==> config.mk <==
export PLATFORM = sky130hd
export DESIGN_NAME = mux4_rr_arbiter
export DESIGN_NICKNAME = d
export VERILOG_FILES = /design/src/rtl/mux4_rr_arbiter.sv
export SDC_FILE = /design/constraint.sdc
export NUM_CORES = 1
export LEC_CHECK = 0
export CORE_AREA = 2 2 53 55
export CTS_BUF_LIST = sky130_fd_sc_hd__clkbuf_2
export DETAILED_ROUTE_END_ITERATION = 6
export DIE_AREA = 0 0 55 57
export GPL_TIMING_DRIVEN = 0
export PLACE_DENSITY = 0.89
export SLEW_MARGIN = 5
export SYNTH_ARGS = -nofsm -noshare
export SYNTH_HDL_FRONTEND = slang
export SYNTH_SLANG_ARGS = --single-unit
==> constraint.sdc <==
create_clock -name clk -period 2.1 [get_ports clk]
set_input_delay 0.63 -clock clk [delete_from_list [all_inputs] [get_ports clk]]
set_output_delay 0.63 -clock clk [all_outputs]
set_load 0.02 [all_outputs]
==> src/rtl/mux4_rr_arbiter.sv <==
`default_nettype none
// +--------------------------------------------------------------------------+
// | Module   : mux4_rr_arbiter                                                 |
// | Desc     : Round-robin scheduler for a shared 4:1 word mux with one       |
// |            valid/ready output slot. Optional MUX4_ARB_LOCK_EN adds the    |
// |            lock port for burst ownership of the slot.                     |
// | Revision : 1.0                                                             |
// +--------------------------------------------------------------------------+
module mux4_rr_arbiter #(
  parameter int W = 8
) (
  input  logic           clk,
  input  logic           rst_n,
  input  logic [3:0]     req,
  input  logic [4*W-1:0] D,
  output logic [3:0]     gnt,
  output logic [1:0]     S,
  output logic           out_valid,
  input  logic           out_ready,
  output logic [W-1:0]   A
`ifdef MUX4_ARB_LOCK_EN
  ,
  input  logic [3:0]     lock
`endif
);

  typedef enum logic [0:0] {
    IDLE = 1'b0,
    BUSY = 1'b1
  } state_t;

  state_t       state_q, state_d;
  logic [1:0]   last_q, last_d;
  logic [1:0]   s_q, s_d;
  logic [W-1:0] a_q, a_d;
  logic [3:0]   gnt_q, gnt_d;

  logic [W-1:0] w_words [4];
  logic         w_arb_en;
  logic         w_found;
  logic [1:0]   w_win;
  logic [1:0]   w_cand;

  for (genvar g = 0; g < 4; g++) begin : g_words
    assign w_words[g] = D[g*W +: W];
  end

  // A full slot may only be refilled in the cycle it is being drained.
  assign w_arb_en = (state_q == IDLE) || out_ready;

  always_comb begin
    w_found = 1'b0;
    w_win   = last_q;
    w_cand  = last_q;
    for (int k = 1; k <= 4; k++) begin
      w_cand = last_q + 2'(k);
      if (!w_found && req[w_cand]) begin
        w_found = 1'b1;
        w_win   = w_cand;
      end
    end
`ifdef MUX4_ARB_LOCK_EN
    // A locked current owner keeps the slot at a handshake.
    if ((state_q == BUSY) && lock[last_q] && req[last_q]) begin
      w_found = 1'b1;
      w_win   = last_q;
    end
`endif
  end

  always_comb begin
    state_d = state_q;
    last_d  = last_q;
    s_d     = s_q;
    a_d     = a_q;
    gnt_d   = 4'b0000;
    if (w_arb_en) begin
      if (w_found) begin
        gnt_d[w_win] = 1'b1;
        s_d          = w_win;
        last_d       = w_win;
        a_d          = w_words[w_win];
        state_d      = BUSY;
      end else if (state_q == BUSY) begin
        state_d = IDLE;
      end
    end
  end

  always_ff @(posedge clk or negedge rst_n) begin
    if (!rst_n) begin
      state_q <= IDLE;
      last_q  <= 2'd3;
      s_q     <= 2'd0;
      a_q     <= '0;
      gnt_q   <= 4'b0000;
    end else begin
      state_q <= state_d;
      last_q  <= last_d;
      s_q     <= s_d;
      a_q     <= a_d;
      gnt_q   <= gnt_d;
    end
  end

  assign gnt       = gnt_q;
  assign S         = s_q;
  assign A         = a_q;
  assign out_valid = (state_q == BUSY);

endmodule
`default_nettype wire

Word level (Yosys, flattened, before mapping)
Index checks and enable logic that the tools add are counted.
{"block": "totals", "register_bits": 17, "latchBits": 0, "mem_bits_rw": 0, "romBits": 0, "input_bits": 39, "out_inout_bits": 15, "elab_cells": 50, "mem_count": 0}
{"block": "op_classes", "add_sub_neg": 3, "mul": 0, "div_mod_pow": 0, "order_cmp": 7, "eq_ne": 0, "n_shift": 0, "n_mux": 24, "n_bitwise": 2, "n_reduce_logical": 9}
{"operator": "$bmux 8 s2", "n": 1}
{"operator": "$mux 8", "n": 2}
{"operator": "$lt 2x3->1 const B", "n": 5}
{"operator": "$mux 1", "n": 10}
{"operator": "$bmux 1 s2", "n": 4}
{"operator": "$mux 2", "n": 4}
{"operator": "$mux 4", "n": 2}
{"operator": "$add 2x2->2 const B", "n": 2}
{"operator": "$logic_and 1x1->1", "n": 4}
{"operator": "$ge 3x3->1 const B", "n": 1}
{"operator": "$logic_not 1->1", "n": 3}
{"operator": "$not 2->3", "n": 1}
{"operator": "$add 2x1->2 const B", "n": 1}
{"operator": "$demux 1 s2", "n": 1}
{"operator": "$ge 2x1->1 const B", "n": 1}
{"operator": "$reduce_and 2->1", "n": 1}
{"operator": "$logic_or 1x1->1", "n": 1}
{"operator": "$not 1->1", "n": 1}

Logic depth before layout (Yosys ltp)
{"block": "depth", "depth_word": 19, "depth_mapped": 7, "depth_no_buf": 5}

Worst setup path before layout
No wires, ideal clock.
{"block": "synth_timing", "path_kind": "input -> register", "start": "input port req[1]", "end": "register a_q[0] (netlist: A[0])", "setup_time_ps": 82, "t_arrival_ps": 1655, "required_ps": 2018, "setup_slack_ps": 363, "cell_stages": 5, "path_buffers": 0, "path_cell_list": "nor4_1 > a21o_1 > a211oi_2 > o2bb2ai_1 > a31oi_1"}
{"block": "synth_via", "elab_chain_len": 16, "word_cells_on_any_way": 27, "cone_classes": "mux (19); bitwise (1); reduce/logical (7)"}
{"item": "start: declaration", "line_no": "14", "text": "input logic [3:0] req,"}
{"item": "$bmux 1 s2", "line_no": "57", "text": "if (!w_found && req[w_cand]) begin"}
{"item": "$mux 1 (implied by the code)", "line_no": "57"}
{"item": "$mux 1", "line_no": "57"}
{"item": "$logic_not 1->1", "line_no": "57"}
{"item": "$logic_and 1x1->1", "line_no": "57"}
{"item": "$mux 1", "line_no": "57"}
{"item": "$logic_not 1->1", "line_no": "57"}
{"item": "$logic_and 1x1->1", "line_no": "57"}
{"item": "$mux 1", "line_no": "57"}
{"item": "$logic_not 1->1", "line_no": "57"}
{"item": "$logic_and 1x1->1", "line_no": "57"}
{"item": "$mux 2", "line_no": "57"}
{"item": "$not 2->3 (implied by the code)", "line_no": "82", "text": "a_d = w_words[w_win];"}
{"item": "$bmux 8 s2", "line_no": "82"}
{"item": "$mux 8 (implied by the code) (2 in a row)", "line_no": "82"}
{"item": "end signal: assignment", "line_no": "95", "text": "a_q <= '0;"}
{"item": "end signal: assignment", "line_no": "101", "text": "a_q <= a_d;"}
{"item": "end: declaration", "line_no": "35", "text": "logic [W-1:0] a_q, a_d;"}
Parallel ways exist; a longest one is shown, timed or not. The select of a mux whose other input is x is not followed.
A chain may end at the register's enable or synchronous reset.

Worst setup path after layout
{"block": "layout_timing", "start": "input port req[1]", "end": "register a_q[5] (netlist: A[5])"}
Same word-level chain as after synthesis.

==> impl_metrics.json <==
{
  "slew_viol_final": 0,
  "path_clk_slew_ns": 0.16,
  "total_power_mw": 1.40,
  "end_kind": "flop",
  "async_reset_ff_share_pct": 100,
  "cts_buffers": 3,
  "cpMaxStageDelayCell": "clkdlybuf4s50_1",
  "worstPathMaxFanout": 10,
  "p_clk_share_pct": 10.6,
  "drtIter0Drc": 10,
  "clk_latency_ns": 0.30,
  "final_common_cell": "clkdlybuf4s50_1",
  "pwr-share-comb_pct": 55.4,
  "synth_sequential_area_ratio_pct": 43.9,
  "max-slew-margin-rel_pct": 50.0,
  "hold_path_end": "S[0]$_DFFE_PN0P_",
  "cp.arrival_ns": 2.25,
  "synth_edf_count": 0,
  "cts_sinks": 17,
  "grt_pass1_vias": 1047,
  "peakVddDrop_v": 0.000523,
  "run_status": "finished, final reports clean",
  "dieArea_sq_um": 3140,
  "power_density_nw_per_um2": 863,
  "seq_power_share_pct": 33.9,
  "fp.coreArea_sq_um": 2620,
  "p_leak_nw": 0.688,
  "max-clock-path-buffers": 2,
  "fin_nets": 183,
  "clk_root_buffer_cell": "clkbuf_2",
  "n_antenna_cell": 0,
  "holdBufCountCts": 0,
  "path_cells": "clkdlybuf4s50_1 > a221oi_2 > buf_6 > buf_12 > mux2i_1 > a31oi_1",
  "holdPathStages": 1,
  "met1_usage_pct": 22.5,
  "die_width_um": 55,
  "grt_setup_unrepaired": "no",
  "reg2reg_to": "A[5]$_DFFE_PN0P_",
  "finalSetupViolations": 0,
  "grt_pass1_wl_um": 4470,
  "gp_congestion": 0.677,
  "netlist_area_sq_um": 975,
  "ys_warn_count": 0,
  "routed_wire_length_per_instance_um": 15.9,
  "dieHeight_um": 57,
  "hp-start": "S[0]$_DFFE_PN0P_",
  "start_util_pct": 37.3,
  "crit_required_ns": 2.29,
  "netlist-cell-type-count": 24,
  "skew_ns": 0.00727,
  "grt_start_max_net_pins": 18,
  "use_met3_pct": 3.66,
  "cts_tree": "done",
  "htreeDepth": 1,
  "worst_slew_pin_slew_ns": 0.748,
  "track_usage_pct": 19.5,
  "synth_area_per_cell_sq_um": 11.7,
  "hold_violations": 0,
  "sw_frac_of_total_pct": 37.1,
  "start_kind": "input pin",
  "antenna_found_initial": 0,
  "portBuffers": 53,
  "viasPerCell": 5.35,
  "syn_inst": 83,
  "syn_to_final_growth_pct": 66.2,
  "synth_nets": 122,
  "layout-drive-gt1-share_pct": 16.1,
  "synth_flop_cell": "dfrtp_1",
  "p_sw_mw": 0.519,
  "dr.pass1.iters": 4,
  "cap_violations": 0,
  "placementRows": 19,
  "drc": 0,
  "post-dp-hpwl_um": 2050,
  "grt_busiest_layer": "met2",
  "io_pins": 54,
  "met2_usage_pct": 35.0,
  "utilization_pct": 62.0,
  "drtAntennaViolNets": 0,
  "final_cell_mix": "clkdlybuf4s50_1 (51), mux2i_1 (18), dfrtp_1 (15), o2bb2ai_1 (8), a31oi_1 (8)",
  "worst-setup-path-type": "in -> reg",
  "max_stage_delay_ns": 0.54,
  "r2r-start": "last_q[1]$_DFFE_PN1P_",
  "wl_um": 2770,
  "grt-ovfl-total": 0,
  "rr_worst_depth": 7,
  "clock.fmax_mhz": 487,
  "power.internal_mw": 0.879,
  "reg2reg_slack_ns": 0.17,
  "post-route-min-period_ns": 2.05,
  "num_vias": 931,
  "period_share_pct": 97.8,
  "hold_path_class": "reg -> reg",
  "synth_seq_cells": 17
}
## how the worst max path moves through the flow
| stage | startpoint | end | slack (ns) | depth (start not counted) |
|---|---|---|---|---|
| floorplan | req[1] | A[0]$_DFFE_PN0P_ | 0.36 | 5 |
| global route | req[3] | A[6]$_DFFE_PN0P_ | 0.002 | 7 |
| global placement | req[3] | A[2]$_DFFE_PN0P_ | -0.42 | 6 |
| finish | req[1] | A[5]$_DFFE_PN0P_ | 0.05 | 6 |
| detailed placement | req[3] | A[5]$_DFFE_PN0P_ | -0.46 | 6 |
| CTS | req[3] | A[6]$_DFFE_PN0P_ | 0.002 | 6 |
## critical path: cells and delay by family
kind	cells	cell delay [ns]
muxes	1	0.20
AOI/OAI and AO/OA	2	0.54
buffers and inverters	3	0.88
## cells in the mapped netlist (2+ instances only)
cell | count | area share, %
inv_1 | 2 | 0.77
dfrtp_1 | 15 | 39
mux2i_1 | 18 | 18
nand2_1 | 5 | 1.9
o2bb2ai_1 | 8 | 7.2
buf_6 | 4 | 4.6
a21o_2 | 2 | 1.8
a21o_1 | 2 | 1.5
nor3_1 | 3 | 1.5
nor2_1 | 2 | 0.77
a31oi_1 | 8 | 5.1
dfstp_2 | 2 | 5.4
## registers in the layout (all words and copies together), names as in the netlist
signal / count
out_valid: 1
last_q: 2
gnt: 4
S: 2
A: 8
## metrics by stage
stage	instances	setup WS, ns	hold slack, ns	setup TNS, ns	area [sq um]
after floorplan	83	0.363	0.334	0	975
after global placement	167	-0.416	0.463	-4.79	1540
after detailed placement	167	-0.461	0.478	-5.43	1540
after CTS	172	0.00190	0.528	0	1580
after global routing	174	0.00210	0.549	0	1620
final	174	0.0472	0.531	0	1620
## cell type report
cell class | instances | area, sq um
tap | 31 | 38.8
multi-input combinational | 59 | 498
inverter | 2 | 7.51
buffer | 5 | 65.1
clock inverter | 1 | 5.00
timing repair buffer | 56 | 563
clock buffer | 3 | 15.0
fill | 236 | 995
sequential | 17 | 428
## repair_timing
action	in CTS	in global routing
endpoints found under the setup margin	8	8
pin swaps	1	2
setup buffers	0	2
gates cloned	1	0
gates resized for setup	5	2
## per-layer routing
layer / share of wire [%] / vias to the layer above / routed length, um
met4: 0.72 / 0 / 20
met2: 54 / 37 / 1500
met3: 6.9 / 4 / 192
li1: - / 441 / -
met1: 38 / 449 / 1050
met5: 0 / - / 0
## cell families after synthesis
group / count (synthesis) / synth area share [%]
buffers and inverters: 7 / 7.45
muxes: 18 / 18.5
AOI/OAI and AO/OA: 28 / 23.9
DFF: 17 / 43.9
and+or+nand+nor: 13 / 6.29
## power by group through the flow
stage / Sequential (mW) / Combinational, mW / Clock, mW
2_1_floorplan: 0.569 / 0.333 / 0
3_3_place_gp: 0.474 / 0.720 / 0
3_5_place_dp: 0.478 / 0.734 / 0
4_1_cts: 0.476 / 0.755 / 0.150
5_1_grt: 0.485 / 0.825 / 0.167
6_report: 0.474 / 0.775 / 0.149
Note: power is estimated with default switching activity, not from simulation.
